`src/rtl/bit_get_reader.sv`:
```
// bit_get_reader: holds a WIDTH-bit word and reads it back either as one
// indexed bit or as a full LSB-first scan over a valid/ready output.
// Optional feature: define BIT_GET_READER_POPCOUNT_EN to add a registered
// ones_count output (number of set bits in the stored word).
module bit_get_reader #(
  parameter int WIDTH = 4,
  parameter int IDXW  = 2
) (
  input  logic             clk,
  input  logic             rst_n,
  input  logic             load,
  input  logic [WIDTH-1:0] din,
  input  logic             req,
  input  logic [IDXW-1:0]  index,
  input  logic             scan_start,
  input  logic             out_ready,
  output logic             out_valid,
  output logic             out_bit,
  output logic [IDXW-1:0]  out_index,
  output logic             busy,
  output logic             scan_done,
`ifdef BIT_GET_READER_POPCOUNT_EN
  output logic [IDXW:0]    ones_count,
`endif
  output logic [WIDTH-1:0] word
);

  typedef enum logic [1:0] {
    IDLE   = 2'd0,
    SINGLE = 2'd1,
    SCAN   = 2'd2
  } state_t;

  localparam logic [IDXW-1:0] LAST_IDX = IDXW'(WIDTH - 1);

  state_t           state, state_d;
  logic [WIDTH-1:0] word_d;
  logic             valid_d, bit_d, done_d;
  logic [IDXW-1:0]  idx_d;
  logic [IDXW-1:0]  cnt, cnt_d, cnt_inc;
  logic             accept;

  // Out-of-range positions (non-power-of-two WIDTH) read as 0.
  function automatic logic get_bit(input logic [WIDTH-1:0] w,
                                   input logic [IDXW-1:0]  idx);
    logic b;
    b = 1'b0;
    for (int i = 0; i < WIDTH; i++) begin
      if (idx == IDXW'(i)) b = w[i];
    end
    return b;
  endfunction

  assign accept  = out_valid && out_ready;
  assign cnt_inc = cnt + IDXW'(1);
  assign busy    = (state != IDLE);

  // Next-state and next-output logic; commands are only honoured in IDLE.
  always_comb begin
    state_d = state;
    word_d  = word;
    valid_d = out_valid;
    bit_d   = out_bit;
    idx_d   = out_index;
    cnt_d   = cnt;
    done_d  = 1'b0;
    case (state)
      IDLE: begin
        if (load) begin
          word_d = din;
        end else if (scan_start) begin
          cnt_d   = '0;
          valid_d = 1'b1;
          bit_d   = word[0];
          idx_d   = '0;
          state_d = SCAN;
        end else if (req) begin
          valid_d = 1'b1;
          bit_d   = get_bit(word, index);
          idx_d   = index;
          state_d = SINGLE;
        end
      end
      SINGLE: begin
        if (accept) begin
          valid_d = 1'b0;
          state_d = IDLE;
        end
      end
      SCAN: begin
        if (accept) begin
          if (cnt == LAST_IDX) begin
            valid_d = 1'b0;
            done_d  = 1'b1;
            state_d = IDLE;
          end else begin
            cnt_d = cnt_inc;
            bit_d = get_bit(word, cnt_inc);
            idx_d = cnt_inc;
          end
        end
      end
      default: begin
        valid_d = 1'b0;
        state_d = IDLE;
      end
    endcase
  end

  // State and output registers; reset abandons any in-flight read.
  always_ff @(posedge clk or negedge rst_n) begin
    if (!rst_n) begin
      state     <= IDLE;
      word      <= '0;
      out_valid <= 1'b0;
      out_bit   <= 1'b0;
      out_index <= '0;
      scan_done <= 1'b0;
      cnt       <= '0;
    end else begin
      state     <= state_d;
      word      <= word_d;
      out_valid <= valid_d;
      out_bit   <= bit_d;
      out_index <= idx_d;
      scan_done <= done_d;
      cnt       <= cnt_d;
    end
  end

`ifdef BIT_GET_READER_POPCOUNT_EN
  function automatic logic [IDXW:0] popcount(input logic [WIDTH-1:0] w);
    logic [IDXW:0] c;
    c = '0;
    for (int i = 0; i < WIDTH; i++) c = c + (IDXW+1)'(w[i]);
    return c;
  endfunction

  // Count is taken from din at the load edge so it always matches word.
  always_ff @(posedge clk or negedge rst_n) begin
    if (!rst_n) begin
      ones_count <= '0;
    end else if (state == IDLE && load) begin
      ones_count <= popcount(din);
    end
  end
`endif

endmodule

```
`config.mk`:
```
export PLATFORM = sky130hd
export DESIGN_NAME = bit_get_reader
export DESIGN_NICKNAME = d
export VERILOG_FILES = /design/src/rtl/bit_get_reader.sv
export SDC_FILE = /design/constraint.sdc
export NUM_CORES = 1
export LEC_CHECK = 0
export ABC_AREA = 1
export CAP_MARGIN = 20
export CORE_MARGIN = 2
export CORE_UTILIZATION = 42
export DETAILED_ROUTE_END_ITERATION = 8
export PLACE_DENSITY = 0.74
export SYNTH_ARGS = -nofsm -noshare
export SYNTH_HDL_FRONTEND = slang
export SYNTH_SLANG_ARGS = --single-unit
```
`constraint.sdc`:
```
create_clock -name clk -period 1.2 [get_ports clk]
set_input_delay 0.24 -clock clk [delete_from_list [all_inputs] [get_ports clk]]
set_output_delay 0.24 -clock clk [all_outputs]
set_load 0.1 [all_outputs]
```
==> metrics.yaml, run 1 <==
layout:
  seq_area_um2: 338
  area_growth_pct: 74.2
  layout_common_cells: "40 x nand2_1, 12 x buf_4, 11 x clkdlybuf4s50_1, 10 x buf_12, 9 x inv_1"
  multi_input_comb_area_um2: 504
  fill_cells: 118
  diodes: 0
  final_layout_size_suffix_gt1_frac: 0.430
  fin_nets: 167
  final_common_cell: "nand2_1"
sta:
  report.final.hold_viol_count: 0
  skew_ns: 0.00264
  slew_violations: 0
  period_minus_slack_ns: 1.31
  setup_ws_ns: -0.109
  rsz0062_at_grt: "true"
  setup_viol: 10
  worst_pin_slew_ns: 0.235
  max-slew-margin-rel: 0.842
  fin_crit_sh: 1.09
  fmax_mhz: 764
  tns_ns: -0.663
setup_path:
  worstPathCellList: "nor2_4 -> inv_2 -> buf_12"
  crit_slowest_cell: "dfrtp_1"
  crit_fanout: 2
  crit_buf_inv: 2
  worst_ep_arrival_time_ns: 1.07
  setup.worst_path.class: "register to primary output"
  end_kind: "primary output"
  cp.required_ns: 0.96
  startpoint_type: "register"
  crit_family: "flip-flops"
  critPathMaxStageDelay_ns: 0.43
power:
  combPwrFrac: 0.091
  p_int_uw: 609
  power_uw: 790
  p_sw_frac: 0.229
  seq_power_share: 0.554
  ir_drop_v: 0.000654
  p_leak_uw: 0.000680
  p_sw_uw: 181
  clkPwrFrac: 0.355
  powerDensity_nw_per_um2: 560
routing:
  avgViaCountPerCell: 5.10
  wirelength_um: 2310
  drtAntennaViolNets: 0
  drt-pass1-iter-count: 4
  wire_per_inst_um: 13.3
  vias: 888
  drc: 0
  dr.first_iter.drc_count: 27
logic_synthesis:
  yosysWarnings: 0
  ys_ff_latch: 13
  syn_inst: 107
  synth_top_area_frac: 0.402
  synth_area_leader_cell: "dfrtp_1"
  ys_types: 23
  syn_area_per_cell_um2: 7.57
  synth_area_leaders: "dfrtp_1 40%, nand2_1 19%, ha_1 7.7%, inv_1 5.6%, nand3_1 3.1%"
  ys_seq_area_frac: 0.402
  syn-num-nets: 124
  syn_area_um2: 810
clock_tree:
  hold_buffers: 0
  h-tree-depth: 1
  cts_tree: "yes"
  clock_path_buffers: 2
  clk_pin_slew_worst_paths_ns: 0.08
  cts_made_buffers: 3
  clock-sinks: 13
  clkLatencyLatePin_ns: 0.28
  root_buffer: "clkbuf_4"
die:
  row_count: 15
  die_area_um2: 2290
  core-area_um2: 1760
  die_x_um: 47.9
  io_pins: 22
  die_h_um: 47.9
  start_util: 0.459
global_route:
  grt_pass1_wl_um: 3530
  grt_overflow_total: 0
  grt_usage: 0.226
  grt_antenna_before_repair: 0
  grt_pass1_vias: 839
  grt_max_degree: 14
place:
  dpl.hpwl_um: 1600
  io_buffers: 21
  place_congestion: 0.761
job:
  maxCapViolations: 0
worst_hold_path:
  min_path_type: "input pin to asynchronous set/reset pin"
status:
  violations: "negative setup slack"
  status: "complete, but fails checks"
==> cells by family (layout without fill, tap and decap cells) <==
family	count (synthesis)	after routing	synth area share
AOI/OAI and AO/OA	13	13	0.105
buffers and inverters	16	57	0.0773
adders and majority gates	5	5	0.0773
and+or+nand+nor	60	61	0.338
DFF	13	13	0.402
==> flip-flops by register name, summed over array words and instances (netlist names) <==
name       cells
cnt            2
state          2
word           4
out_valid      1
out_index      2
scan_done      1
out_bit        1
==> power groups by stage <==
stage	registers, uW	clock network, uW	logic, uW
6_report	437	280	72.2
5_1_grt	437	308	78.7
4_1_cts	437	278	70.3
3_5_place_dp	446	0	69.3
3_3_place_gp	446	0	68.3
2_1_floorplan	446	0	9.36
==> layout make-up <==
| type | instances | share of cell area |
|---|---|---|
| sequential | 13 | 0.240 |
| tap | 25 | 0.0222 |
| clock buffer | 4 | 0.0186 |
| timing repair buffer | 37 | 0.316 |
| inverter | 16 | 0.0461 |
| multi-input combinational | 79 | 0.358 |
==> metrics by stage <==
step	hold slack [ns]	cell area (um2)	setup WS, ns	instances	util
2_1_floorplan	-0.0556	831	-0.397	107	-
3_3_place_gp	0.520	1250	-0.192	164	0.711
3_5_place_dp	0.545	1250	-0.276	164	0.711
4_1_cts	0.275	1380	-0.0954	174	0.781
5_1_grt	0.285	1410	-0.156	174	0.799
6_report	0.264	1410	-0.109	174	0.799
==> path summary, 6_finish.rpt <==
check	endpoint	cells after the start	slack [ns]	from
setup / recovery	busy	3	-0.11	state[1]
hold / removal	state[1]	2	0.26	rst_n
hold reg to reg	out_bit	2	0.56	out_bit
setup reg to reg	out_valid	7	-0.09	state[1]
min in group clk	word[2]	3	0.50	din[2]
max in group asynchronous	out_valid	2	0.76	rst_n
==> synthesized netlist by cell type (all sizes together) <==
master and n:
a21oi 3, a31oi 2, dfrtp 13, ha 5, inv 16, nand2 45
nand3 6, nand3b 1, nand4 1, nor2 6, nor3 1, o211ai 1
o21ai 7
==> layer usage <==
layer  up-vias  wire length [um]  global-route usage
met5         -                 0                   0
met4         0                44              0.0973
met3         7               128              0.0566
met2        35              1150               0.363
met1       425               994               0.288
li1        421                 -                   -
==> timing repair <==
| item | CTS | global route |
|---|---|---|
| endpoints found under the setup margin | 10 | 14 |
| resized for setup | 15 | 10 |
| buffers inserted | 5 | 0 |
| pin swaps | 11 | 7 |
| cloned | 1 | 0 |
No activity file was read; power rests on OpenSTA's default activity.
==> run 2, diff against run 1 <==
- RECOVER_POWER: not set -> 50
==> metrics.yaml, run 2 (same netlist as run 1, synthesis figures left out) <==
routing:
  dr.first_iter.drc_count: 27  # unchanged
  wire_per_inst_um: 13.4  # +0.52%
  drc: 0  # unchanged
  drtAntennaViolNets: 0  # unchanged
  vias: 887  # -0.11%
  avgViaCountPerCell: 5.10  # -0.11%
  drt-pass1-iter-count: 4  # unchanged
  wirelength_um: 2330  # +0.52%
global_route:
  grt_antenna_before_repair: 0  # unchanged
  grt_pass1_vias: 839  # unchanged
  grt_overflow_total: 0  # unchanged
  use_met1: 0.288  # unchanged
  use_met2: 0.363  # unchanged
  grt_pass1_wl_um: 3530  # unchanged
  grt.busiest_layer: "met2"
  grt_usage: 0.226  # unchanged
  grt_max_degree: 14  # unchanged
  use_met3: 0.0566  # unchanged
die:
  row_count: 15  # unchanged
  die_area_um2: 2290  # unchanged
  die_h_um: 47.9  # unchanged
  io_pins: 22  # unchanged
  start_util: 0.459  # unchanged
  die_x_um: 47.9  # unchanged
  core-area_um2: 1760  # unchanged
setup_path:
  r2r_slack_ns: -0.09  # about the same
  crit_slowest_cell: "dfrtp_1"
  crit_family: "flip-flops"
  reg2reg_to: "out_valid"
  worstSetupPathDepth: 3  # unchanged
  reg2regPathDepth: 7  # unchanged
  reg2reg_from: "state[1]"
  critPathMaxStageDelay_ns: 0.43  # about the same
  crit_fanout: 2  # unchanged
  crit_start: "state[1]"
  end_kind: "primary output"
  crit_end: "busy"
  worst_ep_arrival_time_ns: 1.07  # about the same
  crit_buf_inv: 2  # unchanged
  worstPathCellList: "nor2_4 -> inv_2 -> buf_12"
  startpoint_type: "register"
  setup.worst_path.class: "register to primary output"
  cp.required_ns: 0.96  # about the same
power:
  combPwrFrac: 0.089  # -0.002
  p_sw_frac: 0.229  # about the same
  p_leak_uw: 0.000676  # -0.49%
  p_int_uw: 607  # -0.36%
  ir_drop_v: 0.000652  # -0.28%
  seq_power_share: 0.556  # +0.002
  powerDensity_nw_per_um2: 559  # -0.10%
  clkPwrFrac: 0.355  # about the same
  p_sw_uw: 180  # -0.40%
layout:
  area_growth_pct: 73.7
  final_common_cell: "nand2_1"
  fin_nets: 167  # unchanged
  final_layout_size_suffix_gt1_frac: 0.423  # -0.00671
  diodes: 0  # unchanged
  fill_cells: 118  # unchanged
  post-route-util: 0.797  # -0.00213
  largest_reg_flops: 4  # unchanged
  layout_common_cells: "40 x nand2_1, 11 x buf_4, 10 x clkdlybuf4s50_1, 10 x buf_12, 9 x inv_1"
  largest_register: "word"
clock_tree:
  clock_path_buffers: 2  # unchanged
  cts_made_buffers: 3  # unchanged
  cts_tree: "yes"
  root_buffer: "clkbuf_4"
  clkLatencyLatePin_ns: 0.28  # about the same
  h-tree-depth: 1  # unchanged
  clock-sinks: 13  # unchanged
  clk_pin_slew_worst_paths_ns: 0.08  # about the same
sta:
  setup_viol: 10  # unchanged
  rsz0062_at_grt: "true"
  slew_violations: 0  # unchanged
  report.final.hold_viol_count: 0  # unchanged
  max-slew-margin-rel: 0.524  # -0.318
  worst_pin_slew_ns: 0.713  # +0.478 ns
  skew_ns: 0.00213  # -0.000512 ns
  whs_ns: 0.496  # +0.232 ns
  fin_crit_sh: 1.09  # about the same
  setup_ws_ns: -0.108  # +0.000746 ns
  period_minus_slack_ns: 1.31  # -0.000746 ns
  fmax_mhz: 765  # about the same
place:
  dp_worst_setup_slack_ns: -0.276  # unchanged
  dpl.hpwl_um: 1600  # unchanged
  io_buffers: 21  # unchanged
  place_congestion: 0.761  # unchanged
status:
  violations: "negative setup slack"
  status: "complete, but fails checks"
worst_hold_path:
  min_path_type: "input pin to register"
job:
  maxCapViolations: 0  # unchanged
run 2: cell types whose count changed in the layout (fill, tap and decap cells not counted):
cell             previous run  this run
clkbuf_1                    1         2
buf_4                      12        11
clkdlybuf4s50_1            11        10
dlygate4sd3_1               0         1
run 2: power groups by stage:
stage | Clock, uW | Combinational, uW | Sequential (uW)
finish | 279 | 70.0 | 437
global route | 308 | 76.5 | 438
CTS | 278 | 70.3 | 437
detailed placement | 0 | 69.3 | 446
global placement | 0 | 68.3 | 446
floorplan | 0 | 9.36 | 446
run 2: final cells by class:
type                            instances  area, um2  share of cell area
Multi-Input combinational cell         79        504               0.359
Timing Repair Buffer                   37        442               0.314
Sequential cell                        13        338               0.240
Inverter                               16       65.1              0.0463
Tap cell                               25       31.3              0.0222
Clock buffer                            4       26.3              0.0187
run 2: worst reg2reg max path, delay by kind of cell, from the launching register on:
kind,cells,cell delay (ns)
buf+inv,1,0.14
flops,1,0.43
simple gates,6,0.61
run 2: worst min path at each step:
stage	startpoint	to	slack [ns]	cells after the start
floorplan	rst_n	cnt[0]	-0.06	0
global placement	cnt[1]	cnt[1]	0.52	2
detailed placement	out_index[0]	out_index[0]	0.55	2
CTS	rst_n	out_index[1]	0.27	2
global route	din[2]	word[2]	0.53	3
finish	din[2]	word[2]	0.50	3
run 2: layer usage:
layer	routed length (um)	up-vias
met1	1000	426
met3	127	7
met5	0	-
met2	1150	33
met4	44	0
li1	-	421
run 2: per-stage QoR:
stage	cells	setup TNS, ns	cell area (um2)	power, uW
floorplan	107	-1.44	831	456
global placement	164	-1.25	1250	515
detailed placement	164	-1.54	1250	516
CTS	174	-0.484	1380	785
global route	174	-1.26	1410	822
finish	174	-0.660	1410	787
run 2: timing repair:
action	in CTS	in global routing
setup endpoints to repair	10	14
cloned	1	0
pin swaps	11	7
setup buffers	5	0
hold buffers	0	0
gates resized for setup	15	10
==> run 3, diff against run 2 <==
- TNS_END_PERCENT: not set -> 5
==> metrics.yaml, run 3 (same netlist as run 1, synthesis figures left out) <==
status:
  status: "complete, but fails checks"
  violations: "negative setup slack"
routing:
  drc: 0  # unchanged
  drtAntennaViolNets: 0  # unchanged
  wirelength_um: 1950  # -16%
  wire_per_inst_um: 11.6  # -13%
  dr.first_iter.drc_count: 16  # -41%
  drt-pass1-iter-count: 4  # unchanged
  avgViaCountPerCell: 4.76  # -6.7%
  vias: 799  # -9.9%
sta:
  whs_ns: 0.514  # +0.0183 ns
  rsz0062_at_grt: "true"
  max-slew-margin-rel: 0.527  # +0.00217
  slew_violations: 0  # unchanged
  fmax_mhz: 766  # +0.22%
  skew_ns: 0.000915  # -0.00121 ns
  report.final.hold_viol_count: 0  # unchanged
  setup_viol: 9  # -1
  worst_pin_slew_ns: 0.710  # -0.00325 ns
  setup_ws_ns: -0.105  # +0.00293 ns
  period_minus_slack_ns: 1.31  # -0.00293 ns
  fin_crit_sh: 1.09  # -0.00245
die:
  row_count: 15  # unchanged
  die_area_um2: 2290  # unchanged
  die_x_um: 47.9  # unchanged
  start_util: 0.459  # unchanged
  die_h_um: 47.9  # unchanged
  core-area_um2: 1760  # unchanged
  io_pins: 22  # unchanged
clock_tree:
  hold_buffers: 0  # unchanged
  root_buffer: "clkbuf_4"
  cts_made_buffers: 3  # unchanged
  h-tree-depth: 1  # unchanged
  cts_tree: "yes"
  clock-sinks: 13  # unchanged
  clk_pin_slew_worst_paths_ns: 0.07  # about the same
  clkLatencyLatePin_ns: 0.27  # about the same
  clock_path_buffers: 2  # unchanged
setup_path:
  worst_ep_arrival_time_ns: 1.07  # about the same
  startpoint_type: "register"
  setup.worst_path.class: "register to primary output"
  crit_fanout: 3  # +1
  cp.required_ns: 0.96  # about the same
  end_kind: "primary output"
layout:
  fin_nets: 161  # -3.6%
  largest_register: "word"
  layout_common_cells: "40 x nand2_1, 10 x inv_1, 10 x clkdlybuf4s50_1, 10 x buf_12, 8 x dfrtp_1"
  final_layout_size_suffix_gt1_frac: 0.357  # -0.0662
  final_common_cell: "nand2_1"
  diodes: 0  # unchanged
  area_growth_pct: 67.1
  largest_reg_flops: 4  # unchanged
global_route:
  use_met3: 0.0679  # +0.0113
  grt_pass1_vias: 729  # -13%
  grt_antenna_before_repair: 0  # unchanged
  use_met2: 0.304  # -0.0587
  grt.busiest_layer: "met2"
  use_met1: 0.262  # -0.0261
  grt_pass1_wl_um: 3050  # -14%
  grt_overflow_total: 0  # unchanged
  grt_usage: 0.196  # -0.0302
  grt_max_degree: 14  # unchanged
place:
  place_congestion: 0.781  # +2.6%
  io_buffers: 21  # unchanged
  dpl.hpwl_um: 1490  # -7.1%
power:
  power_uw: 766  # -2.6%
  p_leak_uw: 0.000638  # -5.7%
  ir_drop_v: 0.000463  # -29%
  powerDensity_nw_per_um2: 566  # +1.3%
job:
  maxCapViolations: 0  # unchanged
worst_hold_path:
  min_path_type: "input pin to register"
[run 3: worst paths after layout]
kind                            startpoint   endpoint  slack (ns)  cells past startpoint
worst min-delay path                din[2]    word[2]        0.51                      3
min in group asynchronous            rst_n    word[1]        0.52                      2
worst min register to register   out_valid  out_valid        0.55                      2
worst max register to register      cnt[1]    out_bit       -0.06                     10
worst max-delay path              state[0]       busy       -0.11                      3
max in group asynchronous            rst_n  out_valid        0.18                      2
[run 3: through the flow]
step	util	setup slack [ns]	setup TNS [ns]	area (um2)	std cells
5_1_grt	0.767	-0.150	-1.06	1350	168
2_1_floorplan	-	-0.397	-2.69	811	107
4_1_cts	0.752	-0.111	-0.291	1330	168
3_3_place_gp	0.691	-0.218	-1.64	1220	162
6_report	0.767	-0.105	-0.425	1350	168
3_5_place_dp	0.691	-0.247	-1.82	1220	162
[run 3: critical path, stage by stage, from the launching register on]
cell	delay, ns
dfrtp_1	0.44
nor2_4	0.13
inv_2	0.06
buf_12	0.16
[run 3: final cells by class]
class,instances,area (um2)
Multi-Input combinational cell,78,500
Fill cell,122,412
Timing Repair Buffer,32,400
Sequential cell,13,332
Inverter,16,62.6
Tap cell,25,31.3
Clock buffer,4,26.3
[run 3: repair_timing]
action,CTS,global route
buffers inserted,2,0
pin swaps,4,7
gates resized for setup,15,8
endpoints found under the setup margin,11,13
[run 3: metal layers]
| metal | vias to the layer above | share of wire |
|---|---|---|
| met2 | 22 | 0.50 |
| met1 | 369 | 0.45 |
| li1 | 408 | - |
| met3 | 0 | 0.050 |
| met4 | 0 | 0 |
| met5 | - | 0 |
[run 3: power by group]
part | total [uW] | switching [uW] | leakage, uW | internal, uW
combinational | 67.8 | 27.6 | 0.000465 | 40.2
clock | 261 | 132 | 0.0000150 | 129
sequential | 438 | 0 | 0.000158 | 438
total | 766 | 159 | 0.000638 | 607
